==> config.mk <==
export PLATFORM = sky130hd
export DESIGN_NAME = control_unit_v2_flat
export DESIGN_NICKNAME = d
export VERILOG_FILES = /design/src/rtl/control_unit_v2_if.sv /design/src/rtl/control_unit_v2.sv /design/src/flat_wrapper.sv
export SDC_FILE = /design/constraint.sdc
export NUM_CORES = 1
export LEC_CHECK = 0
export CELL_PAD_IN_SITES_DETAIL_PLACEMENT = 1
export CELL_PAD_IN_SITES_GLOBAL_PLACEMENT = 1
export CORE_ASPECT_RATIO = 1.25
export CORE_MARGIN = 5
export CORE_UTILIZATION = 30
export CTS_CLUSTER_DIAMETER = 80
export DETAILED_ROUTE_END_ITERATION = 10
export PLACE_DENSITY_LB_ADDON = 0.1
export REMOVE_ABC_BUFFERS = 1
export SLEW_MARGIN = 20
export SYNTH_ARGS = -nofsm -noshare
export SYNTH_HDL_FRONTEND = slang
export SYNTH_SLANG_ARGS = --single-unit
==> constraint.sdc <==
create_clock -name clock -period 1.8 [get_ports clock]
set_input_delay 0.36 -clock clock [delete_from_list [all_inputs] [get_ports clock]]
set_output_delay 0.36 -clock clock [all_outputs]
set_load 0.03 [all_outputs]
==> src/rtl/control_unit_v2_if.sv <==
// Datapath bundle between the control FSM and the accumulator datapath.
interface control_unit_v2_if #(
  parameter int OPC_W = 4
);
  logic [OPC_W-1:0] IR;
  logic             Enter;
  logic             mem_ready;
  logic             Aeq0;
  logic             Apos;
  logic             IRload;
  logic             JMPmux;
  logic             PCload;
  logic             Meminst;
  logic             MemWr;
  logic             Aload;
  logic             Halt;
  logic [1:0]       Asel;
  logic [1:0]       ALUop;
  logic             Illegal;
  logic [4:0]       state;

  modport master (
    input  IR, Enter, mem_ready, Aeq0, Apos,
    output IRload, JMPmux, PCload, Meminst,
    output MemWr, Aload, Halt, Asel, ALUop,
    output Illegal, state
  );

  modport slave (
    output IR, Enter, mem_ready, Aeq0, Apos,
    input  IRload, JMPmux, PCload, Meminst,
    input  MemWr, Aload, Halt, Asel, ALUop,
    input  Illegal, state
  );
endinterface

==> src/rtl/control_unit_v2.sv <==
// Accumulator control FSM with mem_ready waits and illegal-opcode trap.
// Optional single-step mode: define SINGLE_STEP_EN.
module control_unit_v2 #(
  parameter int OPC_W       = 4,
  parameter bit HALT_STICKY = 1'b1
) (
  input  logic clock,
  input  logic reset,
`ifdef SINGLE_STEP_EN
  input  logic step,
`endif
  control_unit_v2_if.master bus
);

  typedef enum logic [4:0] {
    START  = 5'd0,
    FETCH  = 5'd1,
    DECODE = 5'd2,
    PAUSE  = 5'd3,
    TRAP   = 5'd7,
    LOAD   = 5'd16,
    STORE  = 5'd17,
    ADD    = 5'd18,
    SUB    = 5'd19,
    INPUT  = 5'd20,
    JZ     = 5'd21,
    JPOS   = 5'd22,
    HALT   = 5'd23,
    JMP    = 5'd24,
    JNEG   = 5'd25,
    AND    = 5'd26,
    OR     = 5'd27
  } state_t;

  state_t     st, nst;
  logic       enter_q;
  logic       enter_rise;
  logic [7:0] opc;

  logic       irload, jmpmux, pcload, meminst;
  logic       memwr, aload, halt, illegal;
  logic [1:0] asel, aluop;

  always_ff @(posedge clock or negedge reset) begin
    if (!reset) begin
      st      <= START;
      enter_q <= 1'b0;
    end else begin
      st      <= nst;
      enter_q <= bus.Enter;
    end
  end

  assign enter_rise = bus.Enter & ~enter_q;

`ifdef SINGLE_STEP_EN
  logic step_q;
  logic step_rise;

  always_ff @(posedge clock or negedge reset) begin
    if (!reset) step_q <= 1'b0;
    else        step_q <= step;
  end

  assign step_rise = step & ~step_q;
`endif

  assign opc = 8'(bus.IR);

  always_comb begin
    nst     = st;
    irload  = 1'b0;
    jmpmux  = 1'b0;
    pcload  = 1'b0;
    meminst = 1'b0;
    memwr   = 1'b0;
    aload   = 1'b0;
    halt    = 1'b0;
    illegal = 1'b0;
    asel    = 2'b00;
    aluop   = 2'b00;
    unique case (st)
`ifdef SINGLE_STEP_EN
      START: nst = PAUSE;
      PAUSE: if (step_rise) nst = FETCH;
`else
      START: nst = FETCH;
`endif
      FETCH: begin
        irload = bus.mem_ready;
        pcload = bus.mem_ready;
        if (bus.mem_ready) nst = DECODE;
      end
      DECODE: begin
        meminst = 1'b1;
        unique case (opc)
          8'd0:    nst = LOAD;
          8'd1:    nst = STORE;
          8'd2:    nst = ADD;
          8'd3:    nst = SUB;
          8'd4:    nst = INPUT;
          8'd5:    nst = JZ;
          8'd6:    nst = JPOS;
          8'd7:    nst = HALT;
          8'd8:    nst = JMP;
          8'd9:    nst = JNEG;
          8'd10:   nst = AND;
          8'd11:   nst = OR;
          default: nst = TRAP;
        endcase
      end
      LOAD: begin
        asel  = 2'b10;
        aload = bus.mem_ready;
        if (bus.mem_ready) nst = START;
      end
      STORE: begin
        meminst = 1'b1;
        memwr   = 1'b1;
        if (bus.mem_ready) nst = START;
      end
      ADD, SUB, AND, OR: begin
        aluop = st[3] ? {1'b1, st[0]} : {1'b0, st[0]};
        aload = bus.mem_ready;
        if (bus.mem_ready) nst = START;
      end
      INPUT: begin
        asel  = 2'b01;
        aload = 1'b1;
        if (enter_rise) nst = START;
      end
      JZ, JPOS, JMP, JNEG: begin
        jmpmux = 1'b1;
        unique case (st)
          JZ:      pcload = bus.Aeq0;
          JPOS:    pcload = bus.Apos;
          JMP:     pcload = 1'b1;
          default: pcload = ~bus.Aeq0 & ~bus.Apos;
        endcase
        nst = START;
      end
      HALT: begin
        halt = 1'b1;
        if (!HALT_STICKY && enter_rise) nst = START;
      end
      TRAP: begin
        halt    = 1'b1;
        illegal = 1'b1;
      end
      default: nst = START;
    endcase
  end

  assign bus.IRload  = irload;
  assign bus.JMPmux  = jmpmux;
  assign bus.PCload  = pcload;
  assign bus.Meminst = meminst;
  assign bus.MemWr   = memwr;
  assign bus.Aload   = aload;
  assign bus.Halt    = halt;
  assign bus.Asel    = asel;
  assign bus.ALUop   = aluop;
  assign bus.Illegal = illegal;
  assign bus.state   = st;

endmodule
==> src/flat_wrapper.sv <==
// flat-port wrapper written by rule: the top's interface ports become plain ports
module control_unit_v2_flat 
#(
  parameter int OPC_W       = 4,
  parameter bit HALT_STICKY = 1'b1
)
  (clock, reset, bus_IR, bus_Enter, bus_mem_ready, bus_Aeq0, bus_Apos, bus_IRload, bus_JMPmux, bus_PCload, bus_Meminst, bus_MemWr, bus_Aload, bus_Halt, bus_Asel, bus_ALUop, bus_Illegal, bus_state);
  control_unit_v2_if #(.OPC_W(OPC_W)) bus_i ();
  input  logic clock;
  input  logic reset;
  input wire logic [$bits(bus_i.IR)-1:0] bus_IR;
  input wire logic [$bits(bus_i.Enter)-1:0] bus_Enter;
  input wire logic [$bits(bus_i.mem_ready)-1:0] bus_mem_ready;
  input wire logic [$bits(bus_i.Aeq0)-1:0] bus_Aeq0;
  input wire logic [$bits(bus_i.Apos)-1:0] bus_Apos;
  output wire logic [$bits(bus_i.IRload)-1:0] bus_IRload;
  output wire logic [$bits(bus_i.JMPmux)-1:0] bus_JMPmux;
  output wire logic [$bits(bus_i.PCload)-1:0] bus_PCload;
  output wire logic [$bits(bus_i.Meminst)-1:0] bus_Meminst;
  output wire logic [$bits(bus_i.MemWr)-1:0] bus_MemWr;
  output wire logic [$bits(bus_i.Aload)-1:0] bus_Aload;
  output wire logic [$bits(bus_i.Halt)-1:0] bus_Halt;
  output wire logic [$bits(bus_i.Asel)-1:0] bus_Asel;
  output wire logic [$bits(bus_i.ALUop)-1:0] bus_ALUop;
  output wire logic [$bits(bus_i.Illegal)-1:0] bus_Illegal;
  output wire logic [$bits(bus_i.state)-1:0] bus_state;
  assign bus_i.IR = bus_IR;
  assign bus_i.Enter = bus_Enter;
  assign bus_i.mem_ready = bus_mem_ready;
  assign bus_i.Aeq0 = bus_Aeq0;
  assign bus_i.Apos = bus_Apos;
  assign bus_IRload = bus_i.IRload;
  assign bus_JMPmux = bus_i.JMPmux;
  assign bus_PCload = bus_i.PCload;
  assign bus_Meminst = bus_i.Meminst;
  assign bus_MemWr = bus_i.MemWr;
  assign bus_Aload = bus_i.Aload;
  assign bus_Halt = bus_i.Halt;
  assign bus_Asel = bus_i.Asel;
  assign bus_ALUop = bus_i.ALUop;
  assign bus_Illegal = bus_i.Illegal;
  assign bus_state = bus_i.state;
  control_unit_v2 #(.OPC_W(OPC_W), .HALT_STICKY(HALT_STICKY)) u_core (.clock(clock), .reset(reset), .bus(bus_i));
endmodule
# ---- Yosys cells after proc, flatten, opt, wreduce, memory -nomap -nowiden
# Memory sizes are Yosys's and may differ from the RTL's.
# Cells that the tools add are included.
dict set report totals {
  output_inout_bits 17
  elab_cells 51
  mem_bits_ro 80
  in_bits 10
  regBits 6
  mem_count 1
}
dict set report classes {
  eq_ne 18
  n_reduce_logical 8
  n_mux 16
  n_bitwise 6
}
# memory words width read_ports rd_clocked_by_memory_dff wr line_no
set memory_table {}
lappend memory_table {{(name not given)} 16 5 1 0 0 control_unit_v2.sv:96} ;# unique case (opc)
# operator count
set ops {}
lappend ops {{$eq 5x5->1 const B} 12}
lappend ops {{$pmux 5 s6} 1}
lappend ops {{$mux 5} 3}
lappend ops {{$reduce_or 4->1} 2}
lappend ops {{$mux 1} 6}
lappend ops {{$reduce_or 6->1} 1}
lappend ops {{$eq 5x1->1 const B} 1}
lappend ops {{$eq 5x2->1 const B} 1}
lappend ops {{$eq 5x3->1 const B} 1}
lappend ops {{$logic_not 5->1} 1}
lappend ops {{$reduce_or 5->1} 1}
lappend ops {{$mux 2} 2}
lappend ops {{$ne 2x1->1 const B} 2}
lappend ops {{$not 1->1} 4}
lappend ops {{$pmux 1 s2} 2}
lappend ops {{$pmux 2 s2} 1}
lappend ops {{$reduce_and 4->1} 1}
lappend ops {{$reduce_or 2->1} 2}
lappend ops {{$pmux 1 s3} 1}
lappend ops {{$and 1x1->1} 2}
lappend ops {{$ne 2x2->1 const B} 1}

# ---- Depth between registers and ports, before layout
# Gate-level depths: netlist (run 1).
dict set report logic_depth {
  depth_word 4
  mapped_depth 4
  ltp_nobuf 3
}

# ---- Worst setup path before layout (run 1)
# Ideal clock, no wire load.
dict set report synth_timing {
  path_kind {reg-to-output}
  start {register u_core.st[1] (netlist: u_core.bus.state[1])}
  end {output port bus_Asel[1]}
  stages_incl_launch_ff 4
  required_time_ns 1.440
  path_slack_ns -0.423
  arrival_time_ns 1.863
  cell_sequence {dfrtp_1 -> buf_2 -> buf_2 -> nor4_1}
}
dict set report synth_via {
  elab_chain_cells 2
  elab_cells_between_ends 3
}
# item line_no
set synth_rtl {}
lappend synth_rtl {{start: declaration} control_unit_v2.sv:35} ;# state_t st, nst;
lappend synth_rtl {{start signal: assignment} control_unit_v2.sv:49} ;# st <= nst;
lappend synth_rtl {{$eq 5x5->1} control_unit_v2.sv:82} ;# unique case (st)
lappend synth_rtl {{$pmux 2 s2 (*)} control_unit_v2.sv:82}
lappend synth_rtl {{end: declaration} flat_wrapper.sv:23} ;# output wire logic [$bits(bus_i.Asel)-1:0] bus_Asel;
# Mark *: on every way between the ends. The rest lies on a longest branch, timed or not.

# ---- Final worst setup path (run 1)
dict set report layout_timing {
  start {register u_core.st[3] (netlist: u_core.bus.state[3])}
  end {output port bus_PCload}
}
dict set report layout_via {
  elab_chain_cells 3
  elab_cells_between_ends 8
}
# item line_no
set layout_rtl {}
lappend layout_rtl {{$eq 5x5->1 (on tied branches)} {control_unit_v2.sv:82, control_unit_v2.sv:134}}
lappend layout_rtl {{$pmux 1 s3 or $reduce_or 4->1 (tied branches)} {control_unit_v2.sv:134, control_unit_v2.sv:82}}
lappend layout_rtl {{$pmux 1 s2 (*)} control_unit_v2.sv:82}
lappend layout_rtl {{end: declaration} flat_wrapper.sv:18} ;# output wire logic [$bits(bus_i.PCload)-1:0] bus_PCload;
# Marks and branches as above.

==> out/metrics.yaml, run 1 <==
status:
  run_status: "finished, violations left"
  violations: "negative setup slack"
clocking:
  cts_root_buffer_type: "clkbuf_4"
  cts_tree: "built"
  clock_insertion_delay_worst_skew_ns: 0.24
  tritoncts.num_buffers: 3
  cts.sink_count: 6
  htreeDepth: 1
  clkTransAtPathRegs_ns: 0.05
  cts.path.max_buffers: 2
final_layout:
  finalNetCount: 122
  utilization: 0.585
  fillCellCount: 226
  final_area_mm2: 0.00106
  area.growth.synth_to_final_pct: 83.7
  antenna-diode-count: 0
  drive_above_1_share: 0.545
  fin_cells: 129
synthesis:
  netlist_top_cells_count: "inv_1, dfrtp_1, nand2_1, nor2_1"
  top_ff_cell_synth: "dfrtp_1"
  synth_top_cell_area_share: 0.261
  ys_ff_latch: 6
  post_synth_num_cell_types: 33
  synthesis.area_um2: 576
  synth-async-reset-ratio: 1.00
  synth.top_cells.by_area: "dfrtp_1, o211ai_1, inv_1, buf_6, nand2_1"
  avgSynthCellArea_um2: 8.46
  syn-instance-count: 68
  synth_enable_flop_cells: 0
  yosys.cell_count.top_type: "inv_1"
  synthDominantAreaCellType: "dfrtp_1"
  yosysWarnings: 0
  synth-seq-area-share: 0.261
worst_setup_path:
  worst-r2r-cell-count: 6
  cp-end-kind: "primary output"
  startpoint_type: "flop"
  category_of_the_critical_setup_timing_path: "reg -> out"
  required_ns: 1.44
  worstPathMaxFanout: 6
  cp_cell_sequence: "buf_6 -> and4b_1 -> o211ai_1 -> o311ai_2 -> buf_4"
  cp_num_buf_inv: 2
  critPathArrivalTime_ns: 1.53
  r2r-end: "u_core.bus.state[1]"
  worstReg2RegStart: "u_core.bus.state[2]"
  r2r_setup_slack_ns: 0.38
  cpPeakStageDelay_ns: 0.45
  slowest_stage_cell_on_the_critical_path: "dfrtp_2"
  critical-path-top-delay-family: "flip-flops"
timing:
  timing.fmax_mhz: 529
  endpoints_failing_hold: 0
  finClkSkew_ns: 0.000240
  post-route-min-period_ns: 1.89
  transition_time_at_the_pin_with_the_least_slew_margin_ns: 0.316
  slew_headroom: 0.789
  fin_setup_tns_ns: -0.197
  fin_crit_sh: 1.05
  setup_viol: 5
  post-route-worst-setup-slack_ns: -0.0918
  slew_violations: 0
  grt_setup_unrepaired: "true"
die:
  core_area_mm2: 0.00181
  die-height_um: 59.0
  design.die.area_mm2: 0.00290
  die_width_um: 49.2
  fp_rows: 17
  ioPinCount: 27
  floorplan.initialDensity: 0.318
power:
  vdd.ir_drop.worst_mv: 0.618
  power.switching_w: 0.000677
  powerDensity_mw_per_mm2: 1340
  proportion_of_power_drawn_by_combinational_gates: 0.732
  leakage_nw: 0.482
  share_clk_of_total_power: 0.086
  cellInternalPower_w: 0.000740
  net_switching_share_of_the_total_power: 0.478
  sequentialPowerShare: 0.182
grt:
  grt_max_degree: 10
  grt_first_pass_wirelength_um: 3480
  overflow: 0
  antenna_found_initial: 0
  grt_util_all_layers: 0.151
  first_global_vias: 735
place:
  gpl.final_weighted_congestion: 0.775
  hpwlAfterDp_um: 1490
  placed_area_um2: 862
  numPortBuffers: 26
  place_worst_setup_slack_ns: -0.0378
  placedCellCount: 118
detailed_routing:
  drc_errors: 0
  first_pass_iters: 4
  first_iter_violations: 9
  via_count: 671
  drt_wl_total_um: 2080
  route.detailed.vias_per_inst: 5.20
  post_drt_wl_per_cell_um: 16.1
  detail-route-antenna-nets: 0
flow_run:
  max-cap-violations: 0
worst_hold_path:
  holdCritPathClass: "in -> async"
## how the worst max path moves through the flow
stage | cells after the start | from | end
floorplan | 3 | u_core.bus.state[0] | bus_Meminst
global placement | 5 | bus_Apos | bus_PCload
detailed placement | 5 | bus_Apos | bus_PCload
CTS | 5 | u_core.bus.state[3] | bus_PCload
global route | 5 | u_core.bus.state[3] | bus_PCload
finish | 5 | u_core.bus.state[3] | bus_PCload
## through the flow
| step | power (W) | hold slack (ns) |
|---|---|---|
| detailed placement | 0.00112 | 0.618 |
| floorplan | 0.000742 | 0.0644 |
| global route | 0.00152 | 0.365 |
| CTS | 0.00134 | 0.363 |
| global placement | 0.00111 | 0.614 |
| finish | 0.00142 | 0.361 |
## cell usage in the layout, fill, tap and decap left out, drive strengths merged, types with 2 or more instances in the layout
cell | Yosys | layout
buf | 5 | 31
clkdlybuf4s50 | 0 | 11
inv | 7 | 7
nor2 | 6 | 6
dfrtp | 6 | 6
nand2 | 6 | 6
o211ai | 4 | 4
nand3 | 4 | 4
a21oi | 3 | 3
clkbuf | 0 | 3
nand2b | 3 | 3
nor4 | 3 | 3
and2b | 2 | 2
nor3 | 2 | 2
nor2b | 2 | 2
nor3b | 2 | 2
a21boi | 2 | 2
o21ai | 2 | 2
## registers in the layout (all words and copies together), names as in the netlist
signal	flops
u_core.bus.state	5
u_core.enter_q	1
## cell type report
class	count	area [um2]	share of cell area
multi-input combinational	50	427	0.404
inverter	7	26.3	0.0249
tap	19	23.8	0.0225
timing repair buffer	44	402	0.380
sequential	6	156	0.148
clock buffer	3	22.5	0.0213
## kinds of logic after synthesis
group / after synthesis / synth area share
flip-flops: 6 / 0.261
AO/OA/AOI/OAI: 17 / 0.263
AND/OR/NAND/NOR: 33 / 0.361
buffers and inverters: 12 / 0.115
## worst register-to-register path, stage by stage (launching register included)
cell      delay (ns)
dfrtp_2         0.43
buf_6           0.15
nor3_4          0.16
nand4b_1        0.21
buf_4           0.20
buf_4           0.12
o211ai_1        0.06
## per-layer routing
layer  vias to the layer above  track usage  share of wire
li1                        329            -              -
met1                       325        0.172           0.41
met2                        17        0.276           0.56
met3                         0       0.0353          0.034
met5                         -            0              0
met4                         0       0.0462              0
## power by group through the flow
stage | Combinational, W | Clock (W) | Sequential, W
global route | 0.00111 | 0.000141 | 0.000266
CTS | 0.000967 | 0.000126 | 0.000247
global placement | 0.000859 | 0 | 0.000253
floorplan | 0.000395 | 0 | 0.000348
finish | 0.00104 | 0.000122 | 0.000257
detailed placement | 0.000869 | 0 | 0.000248
## what timing repair did
action / in CTS / in global routing
setup endpoints to repair: 11 / 11
endpoints found under the hold margin: 0 / 0
pin swaps: 5 / 9
hold buffers: 0 / 0
buffers inserted: 6 / 2
gates resized for setup: 13 / 21
(Power assumes the default switching activity.)
==> run 2, diff against run 1 <==
- RECOVER_POWER: unset -> 100
==> out/metrics.yaml, run 2 (synthesis results as in run 1) <==
status:
  run_status: "finished, violations left"
  violations: "negative setup slack"
place:
  hpwlAfterDp_um: 1490
  gpl.final_weighted_congestion: 0.775
  numPortBuffers: 26
grt:
  first_global_vias: 735
  overflow: 0
  grt_util_all_layers: 0.151
  grt_max_degree: 10
  grt_first_pass_wirelength_um: 3480
  antenna_found_initial: 0
power:
  vdd.ir_drop.worst_mv: 0.607
  leakage_nw: 0.460
  powerDensity_mw_per_mm2: 1350
die:
  core_area_mm2: 0.00181
  ioPinCount: 27
  design.die.area_mm2: 0.00290
  die_width_um: 49.2
  floorplan.initialDensity: 0.318
  die-height_um: 59.0
  fp_rows: 17
clocking:
  cts.sink_count: 6
  cts_root_buffer_type: "clkbuf_4"
  cts_hold_buf: 0
  htreeDepth: 1
  tritoncts.num_buffers: 3
  cts_tree: "built"
  cts.path.max_buffers: 2
  clock_insertion_delay_worst_skew_ns: 0.24
  clkTransAtPathRegs_ns: 0.05
detailed_routing:
  first_iter_violations: 10
  first_pass_iters: 2
  via_count: 673
  drc_errors: 0
  route.detailed.vias_per_inst: 5.22
  drt_wl_total_um: 2080
  detail-route-antenna-nets: 0
  post_drt_wl_per_cell_um: 16.1
timing:
  finClkSkew_ns: 0.000240
  post-route-worst-setup-slack_ns: -0.0901
  grt_setup_unrepaired: "true"
  slew_headroom: 0.755
  fin_setup_tns_ns: -0.195
  post-route-min-period_ns: 1.89
  setup_viol: 5
  endpoints_failing_hold: 0
  timing.fmax_mhz: 529
  timing.hold.ws_ns: 0.432
  transition_time_at_the_pin_with_the_least_slew_margin_ns: 0.370
  slew_violations: 0
  fin_crit_sh: 1.05
final_layout:
  area.growth.synth_to_final_pct: 80.9
  largest_reg_flops: 5
  mostFrequentLayoutCells: "buf_4, buf_6, clkdlybuf4s50_1"
  mostFrequentLayoutCell: "buf_4"
  drive_above_1_share: 0.536
  finalNetCount: 122
  antenna-diode-count: 0
worst_setup_path:
  r2r_setup_slack_ns: 0.35
  worstPathMaxFanout: 6
  critPathArrivalTime_ns: 1.53
  crit_path_end: "bus_PCload"
  cp-end-kind: "primary output"
  startpoint_type: "flop"
  crit_path_start: "u_core.bus.state[3]"
  cp_cell_sequence: "buf_6 -> and4b_1 -> o211ai_1 -> o311ai_2 -> buf_4"
  r2r-end: "u_core.bus.state[4]"
  worstReg2RegStart: "u_core.bus.state[2]"
  required_ns: 1.44
  slowest_stage_cell_on_the_critical_path: "dfrtp_2"
  category_of_the_critical_setup_timing_path: "reg -> out"
  cpPeakStageDelay_ns: 0.45
  worst-r2r-cell-count: 5
flow_run:
  max-cap-violations: 0
worst_hold_path:
  holdCritPathClass: "in -> async"
[run 2: worst min-delay path by stage]
stage / from / endpoint / slack, ns / cells past startpoint
CTS: reset / u_core.enter_q / 0.36 / 1
global route: reset / u_core.bus.state[0] / 0.44 / 1
global placement: reset / u_core.enter_q / 0.61 / 1
floorplan: reset / u_core.bus.state[0] / 0.06 / 0
detailed placement: reset / u_core.enter_q / 0.62 / 1
finish: reset / u_core.enter_q / 0.43 / 1
[run 2: routing by layer]
layer / vias to the layer above / global-route usage / share of wire / routed length, um
met5: - / 0 / 0 / 0
met4: 0 / 0.0462 / 0 / 0
met3: 0 / 0.0353 / 0.037 / 76
met2: 17 / 0.276 / 0.56 / 1160
met1: 326 / 0.172 / 0.41 / 847
li1: 330 / - / - / -
[run 2: layout make-up]
cell class | instances | area [um2]
Fill cell | 227 | 767
Multi-Input combinational cell | 50 | 422
Timing Repair Buffer | 44 | 390
Sequential cell | 6 | 156
Inverter | 7 | 26.3
Tap cell | 19 | 23.8
Clock buffer | 3 | 22.5
[run 2: timing repair]
item	CTS	global route
buffers inserted	6	2
endpoints found under the setup margin	11	11
resized for setup	13	21
pin swaps	5	9
[run 2: power breakdown]
| group | internal (W) | switching (W) | total (W) |
|---|---|---|---|
| clock network | 0.0000753 | 0.0000467 | 0.000122 |
| logic | 0.000469 | 0.000553 | 0.00102 |
| registers | 0.000181 | 0.0000784 | 0.000259 |
| total | 0.000725 | 0.000678 | 0.00140 |
[run 2: worst max-delay path, delay by kind of cell, from the launching register on]
kind | cells | cell delay [ns]
flops | 1 | 0.45
compound gates | 2 | 0.34
buf+inv | 2 | 0.32
simple gates | 1 | 0.19
[run 2: metrics by stage]
step	instances	util	instance area (um2)	total power [W]	setup WS [ns]
after global routing	129	0.576	1040	0.00150	-0.168
final	129	0.576	1040	0.00140	-0.0901
after floorplan	63	-	536	0.000742	-0.430
after global placement	118	0.477	862	0.00111	-0.0251
after detailed placement	118	0.477	862	0.00112	-0.0378
after CTS	127	0.538	973	0.00134	-0.0786
==> run 3, diff against run 2 <==
- ABC_AREA: unset -> 1
- CORE_UTILIZATION: 30 -> 26
==> out/metrics.yaml, run 3 <==
synthesis:
  top_ff_cell_synth: "dfrtp_1"
  syn-instance-count: 86
  post_synth_num_cell_types: 16
  yosys.cell_count.top_type: "nand2_1"
  synth-seq-area-share: 0.284
  synth.top_cells.by_area: "dfrtp_1, nand2_1, inv_1, nor2_1, nand3_2"
  synthDominantAreaCellType: "dfrtp_1"
  avgSynthCellArea_um2: 6.14
  netlist_top_cells_count: "nand2_1, inv_1, nor2_1, nand3_1, dfrtp_1"
  synthesis.area_um2: 528
  synth-async-reset-ratio: 1.00
  ys_ff_latch: 6
  synth_enable_flop_cells: 0
  synth_top_cell_area_share: 0.284
  yosysWarnings: 0
clocking:
  cts_root_buffer_type: "clkbuf_4"
  clkTransAtPathRegs_ns: 0.04
  cts.sink_count: 6
  cts.path.max_buffers: 2
  cts_tree: "built"
  htreeDepth: 1
  tritoncts.num_buffers: 3
  clock_insertion_delay_worst_skew_ns: 0.24
timing:
  finClkSkew_ns: 0.00181
  setup_viol: 0
  fin_crit_sh: 0.994
  post-route-worst-setup-slack_ns: 0.00998
  transition_time_at_the_pin_with_the_least_slew_margin_ns: 0.318
  grt_setup_unrepaired: "true"
  endpoints_failing_hold: 0
  post-route-min-period_ns: 1.79
  slew_headroom: 0.787
  timing.fmax_mhz: 559
  slew_violations: 0
grt:
  grt_first_pass_wirelength_um: 3020
  antenna_found_initial: 0
  grt_max_degree: 10
  grt_util_all_layers: 0.129
  first_global_vias: 710
  overflow: 0
detailed_routing:
  first_iter_violations: 9
  via_count: 654
  route.detailed.vias_per_inst: 4.74
  post_drt_wl_per_cell_um: 13.3
  detail-route-antenna-nets: 0
  drt_wl_total_um: 1840
  first_pass_iters: 2
  drc_errors: 0
place:
  placedCellCount: 133
  numPortBuffers: 26
  place_worst_setup_slack_ns: 0.156
  hpwlAfterDp_um: 1490
  gpl.final_weighted_congestion: 0.737
power:
  vdd.ir_drop.worst_mv: 0.693
  fin_total_pwr_w: 0.00140
  leakage_nw: 0.509
  powerDensity_mw_per_mm2: 1560
worst_setup_path:
  category_of_the_critical_setup_timing_path: "reg -> out"
  required_ns: 1.44
  critical-path-top-delay-family: "flip-flops"
  worstPathMaxFanout: 8
  critPathArrivalTime_ns: 1.43
  slowest_stage_cell_on_the_critical_path: "dfrtp_2"
  r2r_setup_slack_ns: 0.43
  cp_common_cell: "nand4_1"
  cp_cell_sequence: "nor2_4 -> nand4_1 -> o21a_1 -> nand4_1 -> buf_6"
  cp_num_buf_inv: 1
  startpoint_type: "flop"
  cp-end-kind: "primary output"
  cpPeakStageDelay_ns: 0.49
final_layout:
  fin_cells: 138
  area.growth.synth_to_final_pct: 70.1
  largest_reg_flops: 5
  antenna-diode-count: 0
  mostFrequentLayoutCell: "nand2_1"
  drive_above_1_share: 0.381
  mostFrequentLayoutCells: "nand2_1, inv_1, buf_4"
  finalNetCount: 130
die:
  design.die.area_mm2: 0.00304
  core_area_mm2: 0.00196
  die-height_um: 60.4
  fp_rows: 18
  die_width_um: 50.3
  ioPinCount: 27
  floorplan.initialDensity: 0.269
worst_hold_path:
  holdCritPathClass: "in -> async"
status:
  run_status: "finished, final reports clean"
flow_run:
  max-cap-violations: 0
==> run 3: cell types whose count changed after synthesis, sizes merged, moves of 2 or more <==
cell	change
nor2	+10
a21oi	-3
nand2	+20
nand4	+3
a21boi	-2
nor4	-3
inv	+10
o211ai	-4
nand3	+7
and2b	-2
nand2b	-3
nor2b	-2
buf	-4
nor3b	-2
==> run 3: area by class of cell <==
type / instances / area [um2]
clock buffers: 3 / 22.5
fillers: 252 / 1060
inverters: 17 / 66.3
multi-input cells: 62 / 352
flip-flops and latches: 6 / 156
well taps: 20 / 25.0
repair buffers: 30 / 277
==> run 3: per-layer routing <==
| metal | wire (um) | vias up | global-route usage |
|---|---|---|---|
| li1 | - | 334 | - |
| met1 | 715 | 301 | 0.139 |
| met2 | 1020 | 17 | 0.248 |
| met3 | 87 | 2 | 0.0246 |
| met4 | 14 | 0 | 0.0438 |
| met5 | 0 | - | 0 |
==> run 3: through the flow <==
| step | TNS (ns) | utilization | hold slack, ns | instance area (um2) |
|---|---|---|---|---|
| after global routing | -0.261 | 0.458 | 0.434 | 898 |
| final | 0 | 0.458 | 0.431 | 898 |
| after detailed placement | 0 | 0.405 | 0.620 | 793 |
| after floorplan | -0.136 | - | 0.0644 | 523 |
| after CTS | -0.0265 | 0.428 | 0.365 | 840 |
| after global placement | 0 | 0.405 | 0.601 | 793 |
==> run 3: timing repair <==
| action | CTS | global route |
|---|---|---|
| resized for setup | 10 | 14 |
| hold endpoints to repair | 0 | 0 |
| hold buffers | 0 | 0 |
| setup buffers | 0 | 2 |
| pin swaps | 0 | 3 |
| endpoints found under the setup margin | 6 | 10 |
==> run 3: logic make-up after synthesis <==
logic type             share of synthesized area
AO/OA/AOI/OAI                             0.0569
buffers and inverters                      0.130
flip-flops                                 0.284
AND/OR/NAND/NOR                            0.528
==> run 3: power by group <==
group	internal (W)	leakage (nW)	switching, W
combinational	0.000367	0.425	0.000602
clock	0.0000752	0.0138	0.0000455
sequential	0.000190	0.0703	0.000122
==> run 3: path summary, 6_finish.rpt <==
| check | start | end | cells past startpoint |
|---|---|---|---|
| max in group asynchronous | reset | u_core.bus.state[1] | 1 |
| min | reset | u_core.bus.state[0] | 1 |
| min reg2reg | u_core.bus.state[3] | u_core.bus.state[3] | 2 |
| min in group clock | u_core.bus.state[3] | u_core.bus.state[3] | 2 |
| max | u_core.bus.state[1] | bus_PCload | 5 |
| max reg2reg | u_core.bus.state[1] | u_core.bus.state[0] | 7 |
